--- config.mk ---
export PLATFORM = sky130hd
export DESIGN_NAME = seq_det_ctrl
export DESIGN_NICKNAME = d
export VERILOG_FILES = /design/src/rtl/seq_det_ctrl.sv
export SDC_FILE = /design/constraint.sdc
export NUM_CORES = 1
export LEC_CHECK = 0
export ABC_CLOCK_PERIOD_IN_PS = 2500
export BUFFER_PORTS_ARGS = -buffer_cell sky130_fd_sc_hd__clkbuf_2
export CAP_MARGIN = 10
export CELL_PAD_IN_SITES_DETAIL_PLACEMENT = 0
export CELL_PAD_IN_SITES_GLOBAL_PLACEMENT = 1
export CORE_MARGIN = 8
export CORE_UTILIZATION = 39
export CTS_BUF_LIST = sky130_fd_sc_hd__clkbuf_8
export DETAILED_ROUTE_END_ITERATION = 12
export MAX_ROUTING_LAYER = met4
export PLACE_DENSITY = 0.86
export SLEW_MARGIN = 20
export SYNTH_ARGS = -nofsm -noshare
export SYNTH_HDL_FRONTEND = slang
export SYNTH_SLANG_ARGS = --single-unit
--- constraint.sdc ---
create_clock -name clk -period 2.5 [get_ports clk]
set_input_delay 0.375 -clock clk [delete_from_list [all_inputs] [get_ports clk]]
set_output_delay 0.375 -clock clk [all_outputs]
set_load 0.05 [all_outputs]
--- src/rtl/seq_det_ctrl.sv ---
// Programmable overlapping Mealy pattern detector with match counter and sticky threshold irq.
// Latency: out is combinational from signal; match_cnt/irq/busy update on the match edge.
// Backpressure: cfg_ready is high only in IDLE. Optional idle timeout: SEQ_DET_TIMEOUT_EN.
module seq_det_ctrl #(
    parameter int PAT_W   = 8,
    parameter int CNT_W   = 8,
    parameter int TIMEOUT = 64
) (
    input  logic             clk,
    input  logic             rst,
    input  logic             cfg_valid,
    output logic             cfg_ready,
    input  logic [PAT_W-1:0] cfg_pattern,
    input  logic [3:0]       cfg_len,
    input  logic [CNT_W-1:0] cfg_thresh,
    input  logic             start,
    input  logic             stop,
    input  logic             signal,
    output logic             out,
    output logic [CNT_W-1:0] match_cnt,
    output logic             irq,
    input  logic             irq_clr,
    output logic             busy
`ifdef SEQ_DET_TIMEOUT_EN
    ,
    output logic             tmo
`endif
);

    typedef enum logic [1:0] {
        S_IDLE  = 2'd0,
        S_ARMED = 2'd1,
        S_DONE  = 2'd2
    } state_t;

    localparam logic [3:0]       LEN_MAX = 4'(PAT_W);
    localparam logic [3:0]       RST_LEN = (PAT_W < 4) ? LEN_MAX : 4'd4;
    localparam logic [PAT_W-1:0] RST_PAT = PAT_W'(11);
    localparam logic [CNT_W-1:0] RST_THR = CNT_W'(1);
    localparam logic [CNT_W-1:0] CNT_MAX = '1;

    generate
        if (PAT_W < 1 || PAT_W > 15 || TIMEOUT < 1) begin : g_bad_param
            $error("seq_det_ctrl: parameter out of range");
        end
    endgenerate

    state_t           state_q, state_d;
    logic [PAT_W-1:0] pat_q, pat_d;
    logic [3:0]       len_q, len_d;
    logic [CNT_W-1:0] thresh_q, thresh_d;
    logic [PAT_W-1:0] hist_q, hist_d;
    logic [3:0]       seen_q, seen_d;
    logic [CNT_W-1:0] cnt_q, cnt_d;
    logic             irq_q, irq_d;
    logic             busy_q, busy_d;

`ifdef SEQ_DET_TIMEOUT_EN
    localparam int TMO_W = $clog2(TIMEOUT + 1);
    logic [TMO_W-1:0] tcnt_q, tcnt_d;
    logic             tmo_q, tmo_d;
`endif

    // Newest bit sits at index 0; the window lines up with pattern bit order.
    logic [PAT_W:0]   window;
    logic [PAT_W:0]   len_mask;
    logic [4:0]       seen_plus1;
    logic             seen_ok;
    logic             pat_hit;
    logic             match;
    logic [CNT_W-1:0] cnt_inc;
    logic [3:0]       len_clamped;

    assign window     = {hist_q, signal};
    assign seen_plus1 = {1'b0, seen_q} + 5'd1;
    assign seen_ok    = seen_plus1 >= {1'b0, len_q};

    always_comb begin
        len_mask = '0;
        for (int i = 0; i <= PAT_W; i++) begin
            len_mask[i] = (i < int'(len_q));
        end
    end

    assign pat_hit = ((window ^ {1'b0, pat_q}) & len_mask) == '0;
    assign match   = (state_q == S_ARMED) && !rst && seen_ok && pat_hit;
    assign cnt_inc = (cnt_q == CNT_MAX) ? cnt_q : cnt_q + 1'b1;

    always_comb begin
        len_clamped = cfg_len;
        if (cfg_len == 4'd0) begin
            len_clamped = 4'd1;
        end else if (cfg_len > LEN_MAX) begin
            len_clamped = LEN_MAX;
        end
    end

    always_comb begin
        state_d  = state_q;
        pat_d    = pat_q;
        len_d    = len_q;
        thresh_d = thresh_q;
        hist_d   = hist_q;
        seen_d   = seen_q;
        cnt_d    = cnt_q;
        irq_d    = irq_q;
`ifdef SEQ_DET_TIMEOUT_EN
        tcnt_d   = tcnt_q;
        tmo_d    = 1'b0;
`endif
        unique case (state_q)
            S_IDLE: begin
                if (cfg_valid) begin
                    pat_d    = cfg_pattern;
                    len_d    = len_clamped;
                    thresh_d = cfg_thresh;
                end
                if (start) begin
                    state_d = S_ARMED;
                    hist_d  = '0;
                    seen_d  = 4'd0;
                    cnt_d   = '0;
`ifdef SEQ_DET_TIMEOUT_EN
                    tcnt_d  = '0;
`endif
                end
            end
            S_ARMED: begin
                hist_d = window[PAT_W-1:0];
                seen_d = (seen_q == LEN_MAX) ? seen_q : seen_q + 4'd1;
                if (match) begin
                    cnt_d = cnt_inc;
                end
`ifdef SEQ_DET_TIMEOUT_EN
                tcnt_d = match ? '0 : tcnt_q + 1'b1;
`endif
                // stop wins over a threshold hit in the same cycle
                if (stop) begin
                    state_d = S_IDLE;
                end else if (match && (thresh_q != '0) && (cnt_inc == thresh_q)) begin
                    state_d = S_DONE;
                    irq_d   = 1'b1;
                end
`ifdef SEQ_DET_TIMEOUT_EN
                else if (!match && (tcnt_q == TMO_W'(TIMEOUT - 1))) begin
                    state_d = S_IDLE;
                    tmo_d   = 1'b1;
                end
`endif
            end
            S_DONE: begin
                if (irq_clr) begin
                    state_d = S_IDLE;
                    irq_d   = 1'b0;
                end
            end
            default: begin
                state_d = S_IDLE;
            end
        endcase
        busy_d = (state_d != S_IDLE);
    end

    always_ff @(posedge clk) begin
        if (rst) begin
            state_q  <= S_IDLE;
            pat_q    <= RST_PAT;
            len_q    <= RST_LEN;
            thresh_q <= RST_THR;
            hist_q   <= '0;
            seen_q   <= 4'd0;
            cnt_q    <= '0;
            irq_q    <= 1'b0;
            busy_q   <= 1'b0;
`ifdef SEQ_DET_TIMEOUT_EN
            tcnt_q   <= '0;
            tmo_q    <= 1'b0;
`endif
        end else begin
            state_q  <= state_d;
            pat_q    <= pat_d;
            len_q    <= len_d;
            thresh_q <= thresh_d;
            hist_q   <= hist_d;
            seen_q   <= seen_d;
            cnt_q    <= cnt_d;
            irq_q    <= irq_d;
            busy_q   <= busy_d;
`ifdef SEQ_DET_TIMEOUT_EN
            tcnt_q   <= tcnt_d;
            tmo_q    <= tmo_d;
`endif
        end
    end

    assign cfg_ready = (state_q == S_IDLE);
    assign out       = match;
    assign match_cnt = cnt_q;
    assign irq       = irq_q;
    assign busy      = busy_q;
`ifdef SEQ_DET_TIMEOUT_EN
    assign tmo       = tmo_q;
`endif

endmodule

==> metrics.cfg <==
[outcome]
violations=setup timing
status=finished with violations

[setup_path]
reg2reg_depth=12
critPathRequiredTime_ps=2120
worstReg2RegEnd=match_cnt[4]
cp_slowest_stage_delay_ps=390
timing_worst_setup_path_type=reg -> out
critPathSlowestCell=dfxtp_4
path_max_fanout=4
crit_chain=inv_2, ha_4, ha_4, a211oi_2, o21ai_1, nor4b_2, o21ai_1, buf_4, inv_4, buf_12
critPathCaptureType=output port
critPathLaunch=seen_q[0]
r2r_setup_slack_ps=150
worstSetupStartpointType=register
arrival_ps=2140
rr_startpoint=seen_q[0]

[sta]
setup_tns_ps=-20.0
worst_pin_slew_ps=714
finalCritPeriodShare_pct=101
slew_headroom_pct=52.3
fmax_mhz=397
timing.hold.ws_ps=283
setup_viol=1
maxSlewViolCount=0
skew_ps=6.51
min_period_ps=2520
finalHoldViolations=0
worst_slack_ps=-20.0
grt_setup_unrepaired=yes

[routing]
drt-wirelength-per-cell_um=13.8
drtAntennaViolNets=0
vias=2197
wirelength_mm=5.71
drtPass1Iterations=4
drc=0
viasPerCell=5.32
drt_iter0_drc=78

[clocking]
clkSinkCount=44
clkTransAtPathRegs_ps=90
tritoncts=yes
ctsHtreeMaxLevel=2
numCtsBuffers=5
clkLatencyLatePin_ps=290
ctsHoldBuffers=0
max-clock-path-buffers=2
cts_root_buf=clkbuf_8

[finish]
seq_area_um2=892
area_delta_synth_final_pct=25.2
diodes=0
fin_area_um2=2990
multi_input_area_um2=1470
fin_nets=371
fillers=591
drive_gt1_share_pct=28.7

[die]
fp.dieH_um=94.3
initial_utilization_pct=40.4
rows=28
dieArea_um2=8900
die_width_um=94.3
io_pins=39
fp.coreArea_um2=5920

[hold_path]
min_to=pat_q[3]
worstHoldPathType=in -> reg
hold_start=cfg_pattern[3]
min_path_cells=3

[logic_synthesis]
synth-warning-count=0
synth_nets=318
avgSynthCellArea_um2=8.42
async_reset_ff_share_pct=0
synth_area_um2=2390
synth-main-ff-cell=dfxtp_1
seq_area_frac_synth_pct=36.8
synth-seq-cells=44
synth_edf_count=0
postSynthCellCount=284
synth_cell_types=59

[place]
port_buffers=38
place_area_um2=2720
place.gp.congestion=0.896
dp_hpwl_mm=4.22

[global_routing]
grt_start_max_net_pins=32
grt_pass1_vias=2081
grt_pass1_wl_mm=9.38
gr-total-overflow=0
antenna_found_initial=0
track_usage_pct=13.3

[power]
power_density_nw_per_um2=544
p_leak_nw=1.28
irDropWorstVdd_mv=0.466

[run]
maxCapViolations=0

-- critical path: cells and delay by family, from the launching register on --
kind / cells / cell delay, ps
fa+ha+maj: 2 / 480
compound gates: 3 / 430
flops: 1 / 390
buf+inv: 4 / 390
simple gates: 1 / 150
-- synthesized netlist by cell type (all sizes together) (4+ instances only) --
| master | n | area, um2 |
|---|---|---|
| clkbuf | 10 | 47.5 |
| a2bb2oi | 6 | 52.6 |
| nand3b | 8 | 60.1 |
| dfxtp | 44 | 881 |
| nand2 | 46 | 173 |
| a22o | 8 | 70.1 |
| nor2 | 24 | 90.1 |
| inv | 11 | 41.3 |
| ha | 7 | 87.6 |
| xnor2 | 6 | 52.6 |
| a21oi | 23 | 115 |
| nor3 | 7 | 35.0 |
| o21ai | 9 | 45.0 |
| nand3 | 4 | 25.0 |
| xor2 | 14 | 123 |
-- placed cells by master (no fill, tap or decap), types with 3 or more instances in the layout --
master,n
buf_4,20
ha_1,3
nand3b_1,8
clkbuf_8,5
nor2b_1,3
xnor2_1,5
dfxtp_1,39
nor2_1,24
inv_1,8
clkbuf_2,37
a22o_1,8
a21oi_1,23
nand2_1,46
nor3_1,7
o211ai_1,3
ha_4,3
a2bb2oi_1,6
dfxtp_2,3
a21boi_0,3
xor2_1,14
o21ai_0,6
-- report_power, final --
group | switching [mW] | internal (mW)
registers | 0.0327 | 0.733
clock network | 0.263 | 0.301
logic | 0.168 | 0.130
total | 0.464 | 1.16
-- cell type report --
cell class,count,share of cell area (%)
tap,75,3.13
inverter,11,1.46
clock buffer,5,2.30
multi-input combinational,215,49.1
clock inverter,3,1.55
sequential,44,29.8
timing repair buffer,60,12.6
-- flip-flops by register name, indices dropped and copies added (netlist names) --
signal / count
thresh_q: 8
irq: 1
state_q: 2
busy: 1
match_cnt: 8
pat_q: 8
seen_q: 4
hist_q: 8
len_q: 4
-- how the worst max path moves through the flow --
stage,slack [ps],to
2_1_floorplan,40,state_q[1]
3_3_place_gp,40,out
3_5_place_dp,-20,out
4_1_cts,-6,out
5_1_grt,-120,out
6_report,-20,out
-- metrics by stage --
step           total power, mW  instances  setup slack (ps)  util [%]
4_1_cts                   1.64        411             -6.40      49.9
2_1_floorplan            0.969        284              36.0         -
3_5_place_dp              1.06        398             -24.7      45.9
5_1_grt                   1.70        413              -116      50.6
3_3_place_gp              1.05        398              36.9      45.9
6_report                  1.63        413             -20.0      50.6
-- logic make-up after synthesis --
logic type      after synthesis  synth area share, %
buf+inv                      25                 5.49
flops                        44                 36.8
mux                           1                0.418
fa+ha+maj                     7                 3.66
simple gates                110                 22.6
xor+xnor                     20                 7.32
compound gates               77                 23.7
-- routing by layer --
layer,wire [um],vias to the layer above,GRT usage [%]
li1,-,1111,-
met3,231,2,2.64
met4,33,0,3.17
met1,2660,1041,15.7
met5,0,-,-
met2,2790,43,22.7
-- timing repair --
action / in CTS / in global routing
setup buffers: 5 / 2
pin swaps: 5 / 5
endpoints found under the setup margin: 1 / 3
gates resized for setup: 21 / 7
Note: power is estimated with default switching activity, not from simulation.
